`src/rtl/vcmd_v3.sv`:
```
// vcmd_v3 - video command receiver and framebuffer write-address generator.
//
// Takes a C/D tagged byte stream from the host link and turns it into
// registered VRAM write strobes. Command bytes program the write address
// (SetAddr), the address increment (SetStride) or start a hardware block
// fill (Fill). Data bytes are written at the current address, which then
// advances by the stride.
//
// Ports:
//   ClkIn          system clock
//   RstIn          synchronous active-high reset
//   ByteIn         input byte
//   ByteValidIn    ByteIn valid this cycle
//   DataModeEnable C/D tag: 0 = command byte, 1 = data byte
//   ReadyOut       byte accepted when ByteValidIn & ReadyOut (low only while filling)
//   WriteEnOut     one-cycle write strobe
//   AddrOut        write address, qualified by WriteEnOut
//   DataOut        write data, qualified by WriteEnOut
//   ErrOut         one-cycle pulse on protocol error
module vcmd_v3 #(
  parameter int AWIDTH = 18,
  parameter int DWIDTH = 8,
  parameter int CWIDTH = 16
) (
  input  logic              ClkIn,
  input  logic              RstIn,
  input  logic [DWIDTH-1:0] ByteIn,
  input  logic              ByteValidIn,
  input  logic              DataModeEnable,
  output logic              ReadyOut,
  output logic              WriteEnOut,
  output logic [AWIDTH-1:0] AddrOut,
  output logic [DWIDTH-1:0] DataOut,
  output logic              ErrOut
);

  localparam int ADDR_BYTES = (AWIDTH + 7) / 8;
  localparam int CNT_BYTES  = CWIDTH / 8;
  localparam logic [2:0] ADDR_LAST = 3'(ADDR_BYTES - 1);
  localparam logic [2:0] CNT_LAST  = 3'(CNT_BYTES - 1);

  localparam logic [DWIDTH-1:0] CMD_NOOP   = 8'h00;
  localparam logic [DWIDTH-1:0] CMD_ADDR   = 8'h01;
  localparam logic [DWIDTH-1:0] CMD_STRIDE = 8'h02;
  localparam logic [DWIDTH-1:0] CMD_FILL   = 8'h03;

  typedef enum logic [2:0] {
    ST_READ_CMD,
    ST_ADDR_BYTE,
    ST_STRIDE,
    ST_FILL_COUNT,
    ST_FILL_VALUE,
    ST_FILL_RUN
  } state_t;

  state_t            state_q, state_d;
  logic [AWIDTH-1:0] addr_q, addr_d;
  logic [AWIDTH-1:0] stride_q, stride_d;
  logic [AWIDTH-1:0] shadow_q, shadow_d;
  logic [2:0]        byte_cnt_q, byte_cnt_d;
  logic [CWIDTH-1:0] fill_cnt_q, fill_cnt_d;
  logic [DWIDTH-1:0] fill_val_q, fill_val_d;
  logic              ready_q, ready_d;
  logic              we_q, we_d;
  logic [AWIDTH-1:0] addr_out_q, addr_out_d;
  logic [DWIDTH-1:0] data_out_q, data_out_d;
  logic              err_q, err_d;

  // ready_q is low exactly while state_q is ST_FILL_RUN, so no byte is
  // ever accepted during a fill run.
  logic accept;
  assign accept = ByteValidIn & ready_q;

  // State register plus datapath/output registers.
  always_ff @(posedge ClkIn) begin
    if (RstIn) begin
      state_q    <= ST_READ_CMD;
      addr_q     <= '0;
      stride_q   <= AWIDTH'(1);
      shadow_q   <= '0;
      byte_cnt_q <= '0;
      fill_cnt_q <= '0;
      fill_val_q <= '0;
      ready_q    <= 1'b1;
      we_q       <= 1'b0;
      addr_out_q <= '0;
      data_out_q <= '0;
      err_q      <= 1'b0;
    end else begin
      state_q    <= state_d;
      addr_q     <= addr_d;
      stride_q   <= stride_d;
      shadow_q   <= shadow_d;
      byte_cnt_q <= byte_cnt_d;
      fill_cnt_q <= fill_cnt_d;
      fill_val_q <= fill_val_d;
      ready_q    <= ready_d;
      we_q       <= we_d;
      addr_out_q <= addr_out_d;
      data_out_q <= data_out_d;
      err_q      <= err_d;
    end
  end

  // Next-state logic.
  always_comb begin
    state_d = state_q;
    if (accept) begin
      if (DataModeEnable) begin
        // A data byte always ends any partial command.
        state_d = ST_READ_CMD;
      end else begin
        case (state_q)
          ST_READ_CMD: begin
            case (ByteIn)
              CMD_ADDR:   state_d = ST_ADDR_BYTE;
              CMD_STRIDE: state_d = ST_STRIDE;
              CMD_FILL:   state_d = ST_FILL_COUNT;
              default:    state_d = ST_READ_CMD;
            endcase
          end
          ST_ADDR_BYTE:  if (byte_cnt_q == ADDR_LAST) state_d = ST_READ_CMD;
          ST_STRIDE:     state_d = ST_READ_CMD;
          ST_FILL_COUNT: if (byte_cnt_q == CNT_LAST) state_d = ST_FILL_VALUE;
          // The first fill write is issued together with the value byte,
          // so a count of 0 or 1 never needs the run state.
          ST_FILL_VALUE: state_d = (fill_cnt_q > CWIDTH'(1)) ? ST_FILL_RUN : ST_READ_CMD;
          default:       state_d = ST_READ_CMD;
        endcase
      end
    end else if (state_q == ST_FILL_RUN) begin
      if (fill_cnt_q == CWIDTH'(1)) state_d = ST_READ_CMD;
    end
  end

  // Datapath and output next-values.
  always_comb begin
    addr_d     = addr_q;
    stride_d   = stride_q;
    shadow_d   = shadow_q;
    byte_cnt_d = byte_cnt_q;
    fill_cnt_d = fill_cnt_q;
    fill_val_d = fill_val_q;
    we_d       = 1'b0;
    addr_out_d = addr_out_q;
    data_out_d = data_out_q;
    err_d      = 1'b0;

    if (accept) begin
      if (DataModeEnable) begin
        we_d       = 1'b1;
        addr_out_d = addr_q;
        data_out_d = ByteIn;
        addr_d     = addr_q + stride_q;
        err_d      = (state_q != ST_READ_CMD);
        byte_cnt_d = '0;
      end else begin
        case (state_q)
          ST_READ_CMD: begin
            byte_cnt_d = '0;
            err_d      = (ByteIn > CMD_FILL);
          end
          ST_ADDR_BYTE: begin
            // Shift MSB-first; bits above AWIDTH fall off the top.
            shadow_d   = AWIDTH'({shadow_q, ByteIn});
            byte_cnt_d = byte_cnt_q + 3'd1;
            if (byte_cnt_q == ADDR_LAST) addr_d = AWIDTH'({shadow_q, ByteIn});
          end
          ST_STRIDE: begin
            stride_d = AWIDTH'(ByteIn);
          end
          ST_FILL_COUNT: begin
            fill_cnt_d = CWIDTH'({fill_cnt_q, ByteIn});
            byte_cnt_d = byte_cnt_q + 3'd1;
          end
          ST_FILL_VALUE: begin
            fill_val_d = ByteIn;
            if (fill_cnt_q != '0) begin
              we_d       = 1'b1;
              addr_out_d = addr_q;
              data_out_d = ByteIn;
              addr_d     = addr_q + stride_q;
              fill_cnt_d = fill_cnt_q - CWIDTH'(1);
            end
          end
          default: ;
        endcase
      end
    end else if (state_q == ST_FILL_RUN) begin
      // fill_cnt_q holds the writes still owed, including this one.
      we_d       = 1'b1;
      addr_out_d = addr_q;
      data_out_d = fill_val_q;
      addr_d     = addr_q + stride_q;
      fill_cnt_d = fill_cnt_q - CWIDTH'(1);
    end
  end

  // Ready is registered: high again on the cycle the last fill write shows.
  assign ready_d = (state_d != ST_FILL_RUN);

  assign ReadyOut   = ready_q;
  assign WriteEnOut = we_q;
  assign AddrOut    = addr_out_q;
  assign DataOut    = data_out_q;
  assign ErrOut     = err_q;

endmodule
```
`config.mk`:
```
export PLATFORM = sky130hd
export DESIGN_NAME = vcmd_v3
export DESIGN_NICKNAME = d
export VERILOG_FILES = /design/src/rtl/vcmd_v3.sv
export SDC_FILE = /design/constraint.sdc
export NUM_CORES = 1
export LEC_CHECK = 0
export ABC_CLOCK_PERIOD_IN_PS = 2070
export CORE_AREA = 2 2 100 102
export CTS_CLUSTER_SIZE = 16
export DETAILED_ROUTE_END_ITERATION = 7
export DIE_AREA = 0 0 102 104
export GPL_ROUTABILITY_DRIVEN = 0
export PLACE_DENSITY = 0.8
export SETUP_SLACK_MARGIN = 0.2
export SYNTH_ARGS = -nofsm -noshare
export SYNTH_HDL_FRONTEND = slang
export SYNTH_SLANG_ARGS = --single-unit
```
`constraint.sdc`:
```
create_clock -name ClkIn -period 2.07 [get_ports ClkIn]
set_input_delay 0.5175 -clock ClkIn [delete_from_list [all_inputs] [get_ports ClkIn]]
set_output_delay 0.5175 -clock ClkIn [all_outputs]
set_load 0.02 [all_outputs]
```
Yosys cells after proc, flatten, opt, wreduce, memory -nomap -nowiden. Cells that the tools add are included.

Add/sub/neg operators: 3. $lt $le $gt $ge: 2. Equality and inequality tests: 20. Muxes and demuxes: 39. Bitwise gates (word level): 3. Reduce and logical (&&, ||, !) cells: 14.

Operator list (number): 18-bit two-way mux (10); 16-bit two-way mux (4); 8-bit two-way mux (5); 18-bit case mux with 2 select lines (1); 16-bit case mux with 2 select lines (1); 3-bit two-way mux (8); 18-bit by 8-bit adder with 18-bit output (1); 16-bit by 1-bit equality test with 1-bit output, second input constant (1); 8-bit by 2-bit equality test with 1-bit output, second input constant (2); 16-bit by 1-bit greater-than comparator with 1-bit output, second input constant (1); 16-bit nonzero test (1); 16-bit by 1-bit subtractor with 16-bit output, second input constant (1); 3-bit case mux with 4 select lines (1); 3-bit AND reduction (4); 3-bit by 2-bit equality test with 1-bit output, second input constant (3); 8-bit by 1-bit equality test with 1-bit output, second input constant (1); 8-bit by 2-bit greater-than comparator with 1-bit output, second input constant (1); 4-bit inequality test, second input constant (2); 4-bit AND reduction (2); 1-bit two-way mux (7); 3-bit by 1-bit equality test with 1-bit output, second input constant (2); 3-bit equality test, second input constant (2); 3-bit by 2-bit inequality test with 1-bit output, second input constant (2); 3-bit inequality test, second input constant (2); 13 further kinds (16).

Register bits: 95. Bits of input ports: 12. Logic and storage cells: 93.

Longest topological paths before layout. Gate-level depths: netlist of run 1.

Depth after elaboration: 6. Gate-level depth with buffers: 9. Depth with buffers taken out: 8.

Least setup slack after synthesis of run 1. OpenSTA, ideal clock, no wires.

Kind: reg2reg. Start point: reg stride_q[0]. End point: reg addr_q[12]. Setup time: 0.133 ns. Arrival time: 1.981 ns. Setup slack: -0.044 ns. Stages on the path, launching flop included: 9. Path through: dfxtp_1 ha_1 fa_1 a211oi_1 nor2_1 a221o_1 nand3_1 o31a_1 o221ai_1.

Cells in the longest elaborated chain, start to end: 5. Elaborated cells between the ends (all ways): 6. Those cells by class: add/sub (1); mux (5).

Ends and longest elaborated chain: start: declaration (line 58) `logic [AWIDTH-1:0] stride_q, stride_d;`; start signal: assignment (line 92) `stride_q <= stride_d;`; 18-bit by 8-bit adder with 18-bit output * (line 154, 182, 194); 18-bit two-way mux (line 178) `if (fill_cnt_q != '0) begin`; 18-bit case mux with 2 select lines (line 158) `case (state_q)`; 18-bit two-way mux (line 150) `if (DataModeEnable) begin`; 18-bit two-way mux * (line 149) `if (accept) begin`; end signal: assignment (line 91) `addr_q <= addr_d;`; end: declaration (line 57) `logic [AWIDTH-1:0] addr_q, addr_d;`.

Every way passes the cells marked *; elsewhere a longest branch is shown, timed or not. The select of a mux whose other input is x is not followed. A chain may end at the register's enable or synchronous reset.

Final worst setup path of run 1.
Start point: reg stride_q[0]. End point: reg addr_q[10].

Same word-level chain as after synthesis.

==> impl_metrics.ini, run 1 <==
[run_status]
status = finished with violations
violations = negative setup slack

[critical_path]
cp.depth = 8
critPathTopFamily = compound AO/OA/AOI/OAI gates
worstPathCellList = ha_4, fa_2, a211oi_4, nor2_2, a221o_2, a31oi_1, o21ai_1, a21oi_1
critical_path_class = reg -> reg
path_buf_inv = 0
crit_fanout = 7
slowest_stage = a221o_2
rr_worst_depth = 8
reg2reg_to = addr_q[10]
cp-startpoint = stride_q[0]
worstPathRequired_ns = 2.38
slowest_delay_ns = 0.46
crit_path_end = addr_q[10]
worstReg2RegStart = stride_q[0]
r2r_slack_ns = -0.16
crit_path_end_kind = flip-flop
cp_data_arrival_time_ns = 2.55
start_kind = flip-flop

[hold_path]
hold_path.class = reg -> reg
hold_depth = 2

[power_and_ir_drop]
p_per_area_mw_per_mm2 = 496.4
peakVddDrop_v = 0.0004938
power.leakage_nw = 3.251
comb_power_share = 0.134
clockPowerShare = 0.365
intPower_mw = 2.641
p_total_mw = 3.704
p_sw_mw = 1.063
switching_share = 0.2870
pwr-share-seq = 0.501

[grt]
grt_usage = 0.3091
grt_first_pass_wirelength_um = 25980
grt_antenna_before_repair = 0
grt_pass1_vias = 5301
grt-ovfl-total = 0
grt_max_degree = 27

[sta]
worst_slew_pin_slew_ns = 0.5630
setup_ws_ns = -0.1643
max_freq_mhz = 447.6
fin_crit_sh = 1.079
maxSlewHeadroom = 0.6212
hold_viol_final = 0
rsz0062_at_grt = yes
finClkSkew_ns = 0.01775
setup_viol = 7
final.min_clock_period_ns = 2.234
drv_slew = 0

[drt]
drtIter0Drc = 475
routed_wirelength_um = 18580
ant_nets = 0
viasPerCell = 6.372
drtPass1Iterations = 6
num_vias = 5563
wl_per_cell_um = 21.28
post-route-drc-count = 0

[synth]
yosysWarnings = 0
synthFlopType = dfxtp_1
synthTopCellsByArea = dfxtp_1 (38%), nor2_1 (7.5%), mux2i_1 (6.9%)
synth_top_area_share = 0.3842
synth_edf_count = 0
syn_nets = 636
synth_top_area_cell = dfxtp_1
syn_avg_cell_area_um2 = 8.128
async_flop_share = 0
netlist_instances = 609
netlist_area_mm2 = 0.004950
synth_cell_type_count = 65
yosysSeqAreaShare = 0.3842
synth-seq-cells = 95

[final_layout]
final_common_cell = nor2_1
final_cell_mix = nor2_1 (89), buf_4 (83), dfxtp_1 (69), nand2_1 (69), a21oi_1 (42)
drive_gt1_frac = 0.3703
layout.cells.non_filler = 873
final_util = 0.7814
area_growth_pct = 50.76
final_nets = 762
diodes = 0

[die]
core_area_mm2 = 0.009549
fp.dieH_um = 104
initial_utilization = 0.5183
die_w_um = 102
io_pins = 41
die_area_mm2 = 0.01061
rows = 36

[cts]
clkLatencyLatePin_ns = 0.39
cts_buffer_depth = 2
cts.hold.buffers_added = 0
cts_tree = yes
htreeDepth = 3
cts_buffers = 9
cts.sinks = 95
path_clk_slew_ns = 0.10
cts_root_buf = clkbuf_8

[job]
cap_violations = 0

[placement]
hpwl_um = 9482
dpl.cell_count = 819
portBuffers = 40
-- worst register-to-register path: cells and delay by family, from the launching register on --
kind / cells / cell delay (ns)
DFF: 1 / 0.36
AOI/OAI and AO/OA: 5 / 1.18
adders and majority gates: 2 / 0.54
and+or+nand+nor: 1 / 0.09
-- layer usage --
layer	track usage	wire length, µm	share of wire
met5	0	0	0
met4	0.1810	1041	0.056
met3	0.05847	1645	0.089
met2	0.5174	9149	0.49
met1	0.3616	6743	0.36
-- state kept, by name, summed over array words and instances, names as in the netlist --
register    count
stride_q        8
DataOut         8
addr_q         18
ErrOut          1
shadow_q       10
ReadyOut        1
WriteEnOut      1
fill_val_q      8
fill_cnt_q     16
byte_cnt_q      3
state_q         3
AddrOut        18
-- worst min-delay path by stage --
stage	start	endpoint	slack (ns)
after floorplan	fill_val_q[0]	fill_val_q[0]	0.44
after global placement	fill_val_q[5]	fill_val_q[5]	0.44
after detailed placement	fill_val_q[4]	fill_val_q[4]	0.45
after CTS	fill_val_q[4]	fill_val_q[4]	0.46
after global routing	fill_val_q[2]	fill_val_q[2]	0.49
final	fill_val_q[7]	fill_val_q[7]	0.47
-- Yosys cell counts, drive strengths merged (3+ instances only) --
master / n
xnor2: 3
a2bb2oi: 6
nand3: 10
nand2b: 4
o41ai: 3
or4: 5
ha: 14
mux2i: 34
a21o: 4
nor2: 99
clkbuf: 26
a22o: 5
nor4: 7
a22oi: 7
a211oi: 11
a31oi: 7
nand3b: 4
buf: 10
nand2: 74
and3: 4
o21ai: 30
a21oi: 63
nor3: 17
and4: 7
dfxtp: 95
o211ai: 4
nor3b: 3
or4b: 3
inv: 12
-- repair_timing --
item                       4_1_cts  5_1_grt
setup endpoints to repair       82       99
resized for setup               99      120
gates cloned                     7        4
pin swaps                       42       49
setup buffers                   17       10
-- kinds of logic (layout without fill, tap and decap cells) --
logic type / after synthesis / after routing / share of synthesized area
AOI/OAI and AO/OA: 161 / 163 / 0.2121
xor gates and xnor gates: 4 / 4 / 0.007079
adders and majority gates: 15 / 15 / 0.03943
buffers and inverters: 48 / 177 / 0.04373
DFF: 95 / 95 / 0.3842
muxes: 35 / 35 / 0.07103
and+or+nand+nor: 251 / 251 / 0.2424
-- power groups by stage --
stage	Sequential [mW]	Combinational, mW	Clock, mW
after floorplan	1.91	0.177	0
after global placement	1.90	0.359	0
after detailed placement	1.90	0.369	0
after CTS	1.86	0.402	1.34
after global routing	1.86	0.517	1.42
final	1.86	0.496	1.35
-- metrics by stage --
stage | worst slack (ns) | cell area [µm²] | TNS [ns] | hold WS (ns)
2_1_floorplan | 0.1282 | 5042 | 0 | 0.4366
3_3_place_gp | -0.3425 | 6032 | -15.96 | 0.4432
3_5_place_dp | -0.4053 | 6032 | -20.95 | 0.4482
4_1_cts | -0.04674 | 6878 | -0.1024 | 0.4632
5_1_grt | -0.1990 | 7462 | -0.9947 | 0.4856
6_report | -0.1643 | 7462 | -0.5963 | 0.4652
-- final cells by class --
type | instances | area (µm²)
Timing Repair Buffer | 149 | 1515
Multi-Input combinational cell | 468 | 3567
Clock buffer | 9 | 123.9
Fill cell | 565 | 2087
Sequential cell | 95 | 1952
Tap cell | 133 | 166.4
Clock inverter | 7 | 87.58
Inverter | 12 | 50.05
(Power assumes the default switching activity.)
==> inputs of run 2 (changes only) <==
--- a/config.mk
+++ b/config.mk
@@ -13,6 +13,7 @@
 export GPL_ROUTABILITY_DRIVEN = 0
 export PLACE_DENSITY = 0.8
 export SETUP_SLACK_MARGIN = 0.2
+export SLEW_MARGIN = 20
 export SYNTH_ARGS = -nofsm -noshare
 export SYNTH_HDL_FRONTEND = slang
 export SYNTH_SLANG_ARGS = --single-unit
==> results of run 2 <==
Same layout as run 1: the final DEF is identical, and so are final timing and power.
==> inputs of run 3 (changes only) <==
--- a/config.mk
+++ b/config.mk
@@ -7,7 +7,7 @@
 export LEC_CHECK = 0
 export ABC_CLOCK_PERIOD_IN_PS = 2070
 export CORE_AREA = 2 2 100 102
-export CTS_CLUSTER_SIZE = 16
+export CTS_CLUSTER_SIZE = 14
 export DETAILED_ROUTE_END_ITERATION = 7
 export DIE_AREA = 0 0 102 104
 export GPL_ROUTABILITY_DRIVEN = 0
==> results of run 3 <==
Same layout as run 1: the final DEF is identical, and so are final timing and power.
